[src/rtl/ctrl_pkg.sv]
`default_nettype none
// ============================================================================
// Module   : ctrl_pkg
// Brief    : Shared constants and types for the multicycle control FSM:
//            state encodings, opcodes, ALU-op and mux-select codes, and the
//            packed control-signal bundle.
// Revision : 1.0 - initial release
// ============================================================================
package ctrl_pkg;

   // State encodings (4-bit; 13 and 14 are unused)
   localparam logic [3:0] S_IDLE   = 4'd0;
   localparam logic [3:0] S_FETCH  = 4'd1;
   localparam logic [3:0] S_DECODE = 4'd2;
   localparam logic [3:0] S_MEMADR = 4'd3;
   localparam logic [3:0] S_MEMRD  = 4'd4;
   localparam logic [3:0] S_MEMWB  = 4'd5;
   localparam logic [3:0] S_MEMWR  = 4'd6;
   localparam logic [3:0] S_EXEC   = 4'd7;
   localparam logic [3:0] S_ALUWB  = 4'd8;
   localparam logic [3:0] S_BRANCH = 4'd9;
   localparam logic [3:0] S_ADDIEX = 4'd10;
   localparam logic [3:0] S_ADDIWB = 4'd11;
   localparam logic [3:0] S_JUMP   = 4'd12;
   localparam logic [3:0] S_TRAP   = 4'd15;

   // Opcodes (IR[31:26])
   localparam logic [5:0] OP_RTYPE = 6'b000000;
   localparam logic [5:0] OP_LW    = 6'b100011;
   localparam logic [5:0] OP_SW    = 6'b101011;
   localparam logic [5:0] OP_BEQ   = 6'b000100;
   localparam logic [5:0] OP_ADDI  = 6'b001000;
   localparam logic [5:0] OP_J     = 6'b000010;

   // ALU operation select
   localparam logic [1:0] c_ALU_ADD   = 2'b00;
   localparam logic [1:0] c_ALU_SUB   = 2'b01;
   localparam logic [1:0] c_ALU_FUNCT = 2'b10;

   // PC source select
   localparam logic [1:0] c_PCSRC_ALU    = 2'b00;
   localparam logic [1:0] c_PCSRC_ALUOUT = 2'b01;
   localparam logic [1:0] c_PCSRC_JUMP   = 2'b10;

   // ALU operand B select
   localparam logic [1:0] c_SRCB_REGB  = 2'b00;
   localparam logic [1:0] c_SRCB_FOUR  = 2'b01;
   localparam logic [1:0] c_SRCB_IMM   = 2'b10;
   localparam logic [1:0] c_SRCB_IMMSH = 2'b11;

   // Control bundle produced by the output decoder
   typedef struct packed {
      logic       pc_write;
      logic       pc_write_cond;
      logic [1:0] pc_source;
      logic       i_or_d;
      logic       mem_read;
      logic       mem_write;
      logic       ir_write;
      logic       reg_dst;
      logic       mem_to_reg;
      logic       reg_write;
      logic       alu_src_a;
      logic [1:0] alu_src_b;
      logic [1:0] alu_op;
      logic       trap;
   } ctrl_sig_t;

   // States that wait on the memory handshake and are timed by the wait counter
   function automatic logic is_wait_state(input logic [3:0] s);
      return (s == S_FETCH) || (s == S_MEMRD) || (s == S_MEMWR);
   endfunction

endpackage : ctrl_pkg
`default_nettype wire

[src/rtl/mem_wait_timer.sv]
`default_nettype none
// ============================================================================
// Module   : mem_wait_timer
// Brief    : Counts cycles spent waiting for mem_ready within one memory
//            access. Clear has priority over enable. timeout_o flags that the
//            count has reached MEM_TIMEOUT.
// Revision : 1.0 - initial release
// ============================================================================
module mem_wait_timer #(
   parameter int MEM_TIMEOUT = 15,
   parameter int WAIT_W      = (MEM_TIMEOUT < 1) ? 1 : $clog2(MEM_TIMEOUT + 1)
) (
   input  logic              clock,
   input  logic              reset,
   input  logic              clr_i,
   input  logic              en_i,
   output logic [WAIT_W-1:0] wait_cnt_o,
   output logic              timeout_o
);

   localparam logic [WAIT_W-1:0] c_LIMIT = WAIT_W'(MEM_TIMEOUT);

   logic [WAIT_W-1:0] wait_cnt_q;

   // Wait counter: cleared on access entry, saturates at the limit so it never wraps
   always_ff @(posedge clock) begin
      if (reset) begin
         wait_cnt_q <= '0;
      end else if (clr_i) begin
         wait_cnt_q <= '0;
      end else if (en_i && (wait_cnt_q != c_LIMIT)) begin
         wait_cnt_q <= wait_cnt_q + 1'b1;
      end
   end

   assign wait_cnt_o = wait_cnt_q;
   assign timeout_o  = (wait_cnt_q == c_LIMIT);

endmodule : mem_wait_timer
`default_nettype wire

[src/rtl/multicycle_ctrl_fsm.sv]
`default_nettype none
// ============================================================================
// Module   : multicycle_ctrl_fsm
// Brief    : Main control FSM of the multicycle datapath. Sequences fetch,
//            decode, execute, memory and writeback; drives datapath strobes
//            and mux selects; traps on illegal opcodes or memory timeout;
//            counts retired instructions.
// Revision : 1.0 - initial release
// ============================================================================
module multicycle_ctrl_fsm
   import ctrl_pkg::*;
#(
   parameter int MEM_TIMEOUT = 15,
   parameter int CNT_W       = 32
) (
   input  logic             clock,
   input  logic             reset,
   input  logic [5:0]       opcode,
   input  logic             mem_ready,
   output logic             pc_write,
   output logic             pc_write_cond,
   output logic [1:0]       pc_source,
   output logic             i_or_d,
   output logic             mem_read,
   output logic             mem_write,
   output logic             ir_write,
   output logic             reg_dst,
   output logic             mem_to_reg,
   output logic             reg_write,
   output logic             alu_src_a,
   output logic [1:0]       alu_src_b,
   output logic [1:0]       alu_op,
   output logic             trap,
   output logic [3:0]       state_o,
   output logic [CNT_W-1:0] retired
);

   localparam int WAIT_W = (MEM_TIMEOUT < 1) ? 1 : $clog2(MEM_TIMEOUT + 1);

   logic [3:0]       state_q;
   logic [3:0]       state_d;
   logic             retire;
   logic [CNT_W-1:0] retired_q;
   logic             timer_clr;
   logic             timer_en;
   logic             timeout;
   logic [WAIT_W-1:0] wait_cnt;
   ctrl_sig_t        ctl;

   // Clear the timer whenever a memory-waiting state is freshly entered;
   // count only while that state is still waiting on mem_ready.
   assign timer_clr = (state_d != state_q) && is_wait_state(state_d);
   assign timer_en  = is_wait_state(state_q) && !mem_ready;

   mem_wait_timer #(
      .MEM_TIMEOUT (MEM_TIMEOUT),
      .WAIT_W      (WAIT_W)
   ) u_mem_wait_timer (
      .clock      (clock),
      .reset      (reset),
      .clr_i      (timer_clr),
      .en_i       (timer_en),
      .wait_cnt_o (wait_cnt),
      .timeout_o  (timeout)
   );

   // State register
   always_ff @(posedge clock) begin
      if (reset) begin
         state_q <= S_IDLE;
      end else begin
         state_q <= state_d;
      end
   end

   // Next-state logic and retire detection; mem_ready beats timeout on the same cycle
   always_comb begin
      state_d = state_q;
      retire  = 1'b0;
      case (state_q)
         S_IDLE: state_d = S_FETCH;
         S_FETCH: begin
            if (mem_ready)    state_d = S_DECODE;
            else if (timeout) state_d = S_TRAP;
         end
         S_DECODE: begin
            case (opcode)
               OP_RTYPE:     state_d = S_EXEC;
               OP_LW, OP_SW: state_d = S_MEMADR;
               OP_BEQ:       state_d = S_BRANCH;
               OP_ADDI:      state_d = S_ADDIEX;
               OP_J:         state_d = S_JUMP;
               default:      state_d = S_TRAP;
            endcase
         end
         S_MEMADR: state_d = (opcode == OP_LW) ? S_MEMRD : S_MEMWR;
         S_MEMRD: begin
            if (mem_ready)    state_d = S_MEMWB;
            else if (timeout) state_d = S_TRAP;
         end
         S_MEMWB: begin
            state_d = S_FETCH;
            retire  = 1'b1;
         end
         S_MEMWR: begin
            if (mem_ready) begin
               state_d = S_FETCH;
               retire  = 1'b1;
            end else if (timeout) begin
               state_d = S_TRAP;
            end
         end
         S_EXEC:   state_d = S_ALUWB;
         S_ALUWB: begin
            state_d = S_FETCH;
            retire  = 1'b1;
         end
         S_BRANCH: begin
            state_d = S_FETCH;
            retire  = 1'b1;
         end
         S_ADDIEX: state_d = S_ADDIWB;
         S_ADDIWB: begin
            state_d = S_FETCH;
            retire  = 1'b1;
         end
         S_JUMP: begin
            state_d = S_FETCH;
            retire  = 1'b1;
         end
         S_TRAP:   state_d = S_TRAP;
         // Unused encodings are treated as a fault
         default:  state_d = S_TRAP;
      endcase
   end

   // Output decode from the state register; fetch gates IR/PC load on mem_ready
   always_comb begin
      ctl = '0;
      case (state_q)
         S_FETCH: begin
            ctl.mem_read  = 1'b1;
            ctl.alu_src_b = c_SRCB_FOUR;
            ctl.ir_write  = mem_ready;
            ctl.pc_write  = mem_ready;
            ctl.pc_source = c_PCSRC_ALU;
         end
         S_DECODE: begin
            ctl.alu_src_b = c_SRCB_IMMSH;
         end
         S_MEMADR: begin
            ctl.alu_src_a = 1'b1;
            ctl.alu_src_b = c_SRCB_IMM;
         end
         S_MEMRD: begin
            ctl.mem_read = 1'b1;
            ctl.i_or_d   = 1'b1;
         end
         S_MEMWB: begin
            ctl.mem_to_reg = 1'b1;
            ctl.reg_write  = 1'b1;
         end
         S_MEMWR: begin
            ctl.mem_write = 1'b1;
            ctl.i_or_d    = 1'b1;
         end
         S_EXEC: begin
            ctl.alu_src_a = 1'b1;
            ctl.alu_src_b = c_SRCB_REGB;
            ctl.alu_op    = c_ALU_FUNCT;
         end
         S_ALUWB: begin
            ctl.reg_dst   = 1'b1;
            ctl.reg_write = 1'b1;
         end
         S_BRANCH: begin
            ctl.alu_src_a     = 1'b1;
            ctl.alu_op        = c_ALU_SUB;
            ctl.pc_write_cond = 1'b1;
            ctl.pc_source     = c_PCSRC_ALUOUT;
         end
         S_ADDIEX: begin
            ctl.alu_src_a = 1'b1;
            ctl.alu_src_b = c_SRCB_IMM;
            ctl.alu_op    = c_ALU_ADD;
         end
         S_ADDIWB: begin
            ctl.reg_write = 1'b1;
         end
         S_JUMP: begin
            ctl.pc_write  = 1'b1;
            ctl.pc_source = c_PCSRC_JUMP;
         end
         S_TRAP: begin
            ctl.trap = 1'b1;
         end
         default: ctl = '0;
      endcase
   end

   // Retired-instruction counter, wraps naturally at 2^CNT_W
   always_ff @(posedge clock) begin
      if (reset) begin
         retired_q <= '0;
      end else if (retire) begin
         retired_q <= retired_q + CNT_W'(1);
      end
   end

   assign pc_write      = ctl.pc_write;
   assign pc_write_cond = ctl.pc_write_cond;
   assign pc_source     = ctl.pc_source;
   assign i_or_d        = ctl.i_or_d;
   assign mem_read      = ctl.mem_read;
   assign mem_write     = ctl.mem_write;
   assign ir_write      = ctl.ir_write;
   assign reg_dst       = ctl.reg_dst;
   assign mem_to_reg    = ctl.mem_to_reg;
   assign reg_write     = ctl.reg_write;
   assign alu_src_a     = ctl.alu_src_a;
   assign alu_src_b     = ctl.alu_src_b;
   assign alu_op        = ctl.alu_op;
   assign trap          = ctl.trap;
   assign state_o       = state_q;
   assign retired       = retired_q;

   // The debug count itself is observed only through the timeout flag
   logic unused_wait_cnt;
   assign unused_wait_cnt = ^wait_cnt;

endmodule : multicycle_ctrl_fsm
`default_nettype wire
[config.mk]
export PLATFORM = sky130hd
export DESIGN_NAME = multicycle_ctrl_fsm
export DESIGN_NICKNAME = d
export VERILOG_FILES = /design/src/rtl/ctrl_pkg.sv /design/src/rtl/mem_wait_timer.sv /design/src/rtl/multicycle_ctrl_fsm.sv
export SDC_FILE = /design/constraint.sdc
export NUM_CORES = 1
export LEC_CHECK = 0
export BUFFER_PORTS_ARGS = -buffer_cell sky130_fd_sc_hd__buf_2
export CAP_MARGIN = 0
export CORE_ASPECT_RATIO = 0.6
export CORE_MARGIN = 2
export CORE_UTILIZATION = 56
export DETAILED_ROUTE_END_ITERATION = 8
export GPL_TIMING_DRIVEN = 0
export PLACE_DENSITY = 0.92
export SYNTH_ARGS = -nofsm -noshare
export SYNTH_HDL_FRONTEND = slang
export SYNTH_SLANG_ARGS = --single-unit
[constraint.sdc]
create_clock -name clock -period 3.25 [get_ports clock]
set_input_delay 0.8125 -clock clock [delete_from_list [all_inputs] [get_ports clock]]
set_output_delay 0.8125 -clock clock [all_outputs]
set_load 0.05 [all_outputs]
==> report_table.html <==
<table>
<tr><th>Metric</th><th>Value</th></tr>
<tr><th colspan="2">STA</th></tr>
<tr><td>Final worst path period share</td><td>87.44%</td></tr>
<tr><td>Final critical-path required period</td><td>2842 ps</td></tr>
<tr><td>Achievable frequency</td><td>351.9 MHz</td></tr>
<tr><td>Aggregate negative setup slack</td><td>0 ps</td></tr>
<tr><td>Number of endpoints with negative hold slack in the final report</td><td>0</td></tr>
<tr><td>RSZ-0062 raised after global routing</td><td>no</td></tr>
<tr><td>Final Slew Violations</td><td>0</td></tr>
<tr><td>Remaining max-slew budget at the tightest pin</td><td>69.14%</td></tr>
<tr><td>Slew at the pin closest to its max-slew limit</td><td>462.9 ps</td></tr>
<tr><td>Number of setup violations in the final report</td><td>0</td></tr>
<tr><td>Hold_ws</td><td>541.9 ps</td></tr>
<tr><td>Clock Skew</td><td>10.89 ps</td></tr>
<tr><th colspan="2">Synthesis</th></tr>
<tr><td>Post-Syn Instances</td><td>278</td></tr>
<tr><td>Top cell type's share of synthesized area</td><td>35.07%</td></tr>
<tr><td>Count leader, synth</td><td>sky130_fd_sc_hd__nor2_1</td></tr>
<tr><td>Fraction of synthesis flops using an asynchronous set or reset pin</td><td>0%</td></tr>
<tr><td>Dominant cells by area after synthesis</td><td>sky130_fd_sc_hd__dfxtp_1 (35%), sky130_fd_sc_hd__xor2_1 (9.6%), sky130_fd_sc_hd__nor2_1 (7.7%)</td></tr>
<tr><td>Number of flops mapped to enable cells by yosys</td><td>0</td></tr>
<tr><td>Biggest area consumer among synthesized cells</td><td>sky130_fd_sc_hd__dfxtp_1</td></tr>
<tr><td>Cell area after technology mapping</td><td>0.002283 sq mm</td></tr>
<tr><td>Sequential cell area fraction in the yosys report</td><td>35.07%</td></tr>
<tr><td>Synth cell types</td><td>49</td></tr>
<tr><td>Cell types with the highest counts after synthesis</td><td>sky130_fd_sc_hd__nor2_1 (47), sky130_fd_sc_hd__dfxtp_1 (40), sky130_fd_sc_hd__xor2_1 (25)</td></tr>
<tr><td>FF+latch count, synth</td><td>40</td></tr>
<tr><td>Count of warnings emitted by yosys</td><td>0</td></tr>
<tr><td>Post-synth net total</td><td>289</td></tr>
<tr><td>Top FF cell, synth</td><td>sky130_fd_sc_hd__dfxtp_1</td></tr>
<tr><td>Mapped Avg Cell Area</td><td>8.214 sq um</td></tr>
<tr><th colspan="2">Critical path</th></tr>
<tr><td>Required time reported for the critical path endpoint</td><td>2440 ps</td></tr>
<tr><td>Type of element launching the critical path</td><td>flop</td></tr>
<tr><td>Register-to-register setup slack</td><td>970 ps</td></tr>
<tr><td>Startpoint of the worst setup timing path</td><td>state_o[1]</td></tr>
<tr><td>Endpoint kind of the worst setup timing path</td><td>primary output</td></tr>
<tr><td>Critical path class</td><td>flop to primary output</td></tr>
<tr><td>Critical register-to-register path startpoint</td><td>state_o[0]</td></tr>
<tr><td>Data arrival time at the worst-slack endpoint</td><td>2030 ps</td></tr>
<tr><td>Crit Path Max Fanout</td><td>10</td></tr>
<tr><th colspan="2">Die</th></tr>
<tr><td>Overall die area</td><td>0.004621 sq mm</td></tr>
<tr><td>Cell row count</td><td>17</td></tr>
<tr><td>Initial Utilization</td><td>60.31%</td></tr>
<tr><td>Area of the core</td><td>0.003786 sq mm</td></tr>
<tr><td>Die height</td><td>53.46 um</td></tr>
<tr><td># IOs</td><td>62</td></tr>
<tr><td>Die span in x</td><td>86.44 um</td></tr>
<tr><th colspan="2">Routing</th></tr>
<tr><td>Residual DRC count</td><td>0</td></tr>
<tr><td>Number of routed nets with antenna violations</td><td>0</td></tr>
<tr><td>Number of search-and-repair iterations in the first detailed-routing pass</td><td>5</td></tr>
<tr><td>Via-per-instance ratio</td><td>5.789</td></tr>
<tr><td>Routed WL per cell</td><td>14.78 um</td></tr>
<tr><td>Vias post-DR</td><td>2281</td></tr>
<tr><td>Initial drt markers</td><td>194</td></tr>
<tr><td>Total wirelength of the detailed-routed design</td><td>5825 um</td></tr>
<tr><th colspan="2">Clock tree</th></tr>
<tr><td>Number of gates given a new drive strength after cts</td><td>0</td></tr>
<tr><td>Largest buffer count on any clock path</td><td>2</td></tr>
<tr><td>Clock tree from TritonCTS</td><td>built</td></tr>
<tr><td>Hold buffers post-CTS</td><td>0</td></tr>
<tr><td>Clk sinks</td><td>40</td></tr>
<tr><td>Total number of H-tree levels</td><td>2</td></tr>
<tr><td>Clock transition time at the flip-flop clock pins of the worst setup and hold paths</td><td>80 ps</td></tr>
<tr><td>Clk_lat worst skew</td><td>290 ps</td></tr>
<tr><td>Root Buffer Master</td><td>sky130_fd_sc_hd__clkbuf_8</td></tr>
<tr><td>Number of buffers inserted by post-CTS setup repair</td><td>0</td></tr>
<tr><td>Number of buffers created by CTS</td><td>5</td></tr>
<tr><th colspan="2">Min path</th></tr>
<tr><td>Worst hold path type</td><td>flop to flop</td></tr>
<tr><td>Hold path startpoint</td><td>retired[31]</td></tr>
<tr><th colspan="2">Power</th></tr>
<tr><td>Cell Pwr Density</td><td>563.6 mW/mm^2</td></tr>
<tr><td>VDD IR-drop max</td><td>230.7 uV</td></tr>
<tr><td>Leakage component of the power</td><td>1.277 nW</td></tr>
<tr><th colspan="2">Placed design</th></tr>
<tr><td>Port buffer count</td><td>61</td></tr>
<tr><td>Detailed placer's ending HPWL</td><td>4269 um</td></tr>
<tr><td>GP Congestion</td><td>0.9537</td></tr>
<tr><th colspan="2">Global route</th></tr>
<tr><td>Maximum number of pins on one net before global-route repair</td><td>14</td></tr>
<tr><td>Vias in the first global route</td><td>2082</td></tr>
<tr><td>Number of antenna violations at the first check in global routing</td><td>0</td></tr>
<tr><td>All-layer global routing usage</td><td>27.07%</td></tr>
<tr><td>Global-route wire length before repair</td><td>9639 um</td></tr>
<tr><td>Residual overflow from global routing</td><td>0</td></tr>
<tr><th colspan="2">Finish</th></tr>
<tr><td>Relative area change from synthesis to final layout</td><td>21.26%</td></tr>
<tr><td>Antenna diode count</td><td>0</td></tr>
<tr><td>Net count, final</td><td>357</td></tr>
<tr><td>Ratio of cells with drive above 1 in the final layout</td><td>25.36%</td></tr>
<tr><th colspan="2">Run</th></tr>
<tr><td>Count of maximum capacitance violations</td><td>0</td></tr>
<tr><th colspan="2">Outcome</th></tr>
<tr><td>Result of the run</td><td>completed</td></tr>
</table>
-- worst max-delay path, stage by stage (launching register included) --
cell                       delay, ps
sky130_fd_sc_hd__dfxtp_1         460
sky130_fd_sc_hd__clkbuf_1        360
sky130_fd_sc_hd__buf_2           320
sky130_fd_sc_hd__nand2b_1        190
sky130_fd_sc_hd__nor2_1           70
sky130_fd_sc_hd__buf_4           140
sky130_fd_sc_hd__buf_2           200
-- path summary, 6_finish.rpt --
path                 end  cells after the start
min          retired[31]                      2
max            alu_op[0]                      6
max reg2reg  retired[31]                      7
min reg2reg  retired[31]                      2
-- cells in the final DEF (no fill, tap or decap), types with 4 or more instances in the layout --
cell / synthesis / routed
sky130_fd_sc_hd__a21oi_1: 10 / 10
sky130_fd_sc_hd__and3_1: 14 / 14
sky130_fd_sc_hd__buf_2: 7 / 68
sky130_fd_sc_hd__clkbuf_1: 9 / 9
sky130_fd_sc_hd__clkbuf_8: 0 / 5
sky130_fd_sc_hd__dfxtp_1: 40 / 40
sky130_fd_sc_hd__inv_1: 4 / 4
sky130_fd_sc_hd__nand2_1: 15 / 15
sky130_fd_sc_hd__nand2b_1: 7 / 7
sky130_fd_sc_hd__nand3_1: 13 / 13
sky130_fd_sc_hd__nand4_1: 11 / 11
sky130_fd_sc_hd__nor2_1: 47 / 47
sky130_fd_sc_hd__nor2b_1: 4 / 4
sky130_fd_sc_hd__nor3_1: 7 / 5
sky130_fd_sc_hd__nor4_1: 6 / 6
sky130_fd_sc_hd__xnor2_1: 10 / 10
sky130_fd_sc_hd__xor2_1: 25 / 25
-- area by class of cell --
class | count | area (sq um)
Inverter | 4 | 15.01
Multi-Input combinational cell | 216 | 1390
Clock inverter | 3 | 42.54
Fill cell | 284 | 1017
Timing Repair Buffer | 61 | 305.3
Clock buffer | 5 | 68.82
Sequential cell | 40 | 800.8
Tap cell | 47 | 58.81
Buffer | 18 | 87.58
-- registers in the layout (all words and copies together), names as in the netlist --
| register | flops |
|---|---|
| retired | 32 |
| state_o | 4 |
| u_mem_wait_timer.wait_cnt_o | 4 |
-- through the flow --
step	power (mW)	area (sq um)	cells	utilization (%)	worst slack, ps
after floorplan	1.031	2293	278	-	14.90
after global routing	1.631	2769	394	73.13	288.5
final	1.560	2769	394	73.13	408.3
after detailed placement	1.156	2658	386	70.19	764.6
after CTS	1.555	2769	394	73.13	436.2
after global placement	1.144	2658	386	70.19	796.5
-- logic make-up (layout without fill, tap and decap cells) --
logic type	count (synthesis)	after routing	synth area share, %
adders and majority gates	2	2	1.096
DFF	40	40	35.07
xor gates and xnor gates	35	35	13.42
muxes	2	2	0.8767
and+or+nand+nor	133	133	30.47
buffers and inverters	22	91	4.493
AOI/OAI and AO/OA	44	44	14.57
-- power breakdown --
group	switching [mW]	leakage (nW)	internal, mW
logic	0.435	0.900	0.179
registers	0.0319	0.323	0.513
clock network	0.174	0.0541	0.227
-- metal layers --
metal	part of all wire, %	track usage [%]	up-vias
met3	7.0	6.240	12
met5	0	0	-
li1	-	-	1117
met4	1.9	8.854	0
met1	48	37.81	1061
met2	43	41.28	91
Note: power is estimated with default switching activity, not from simulation.
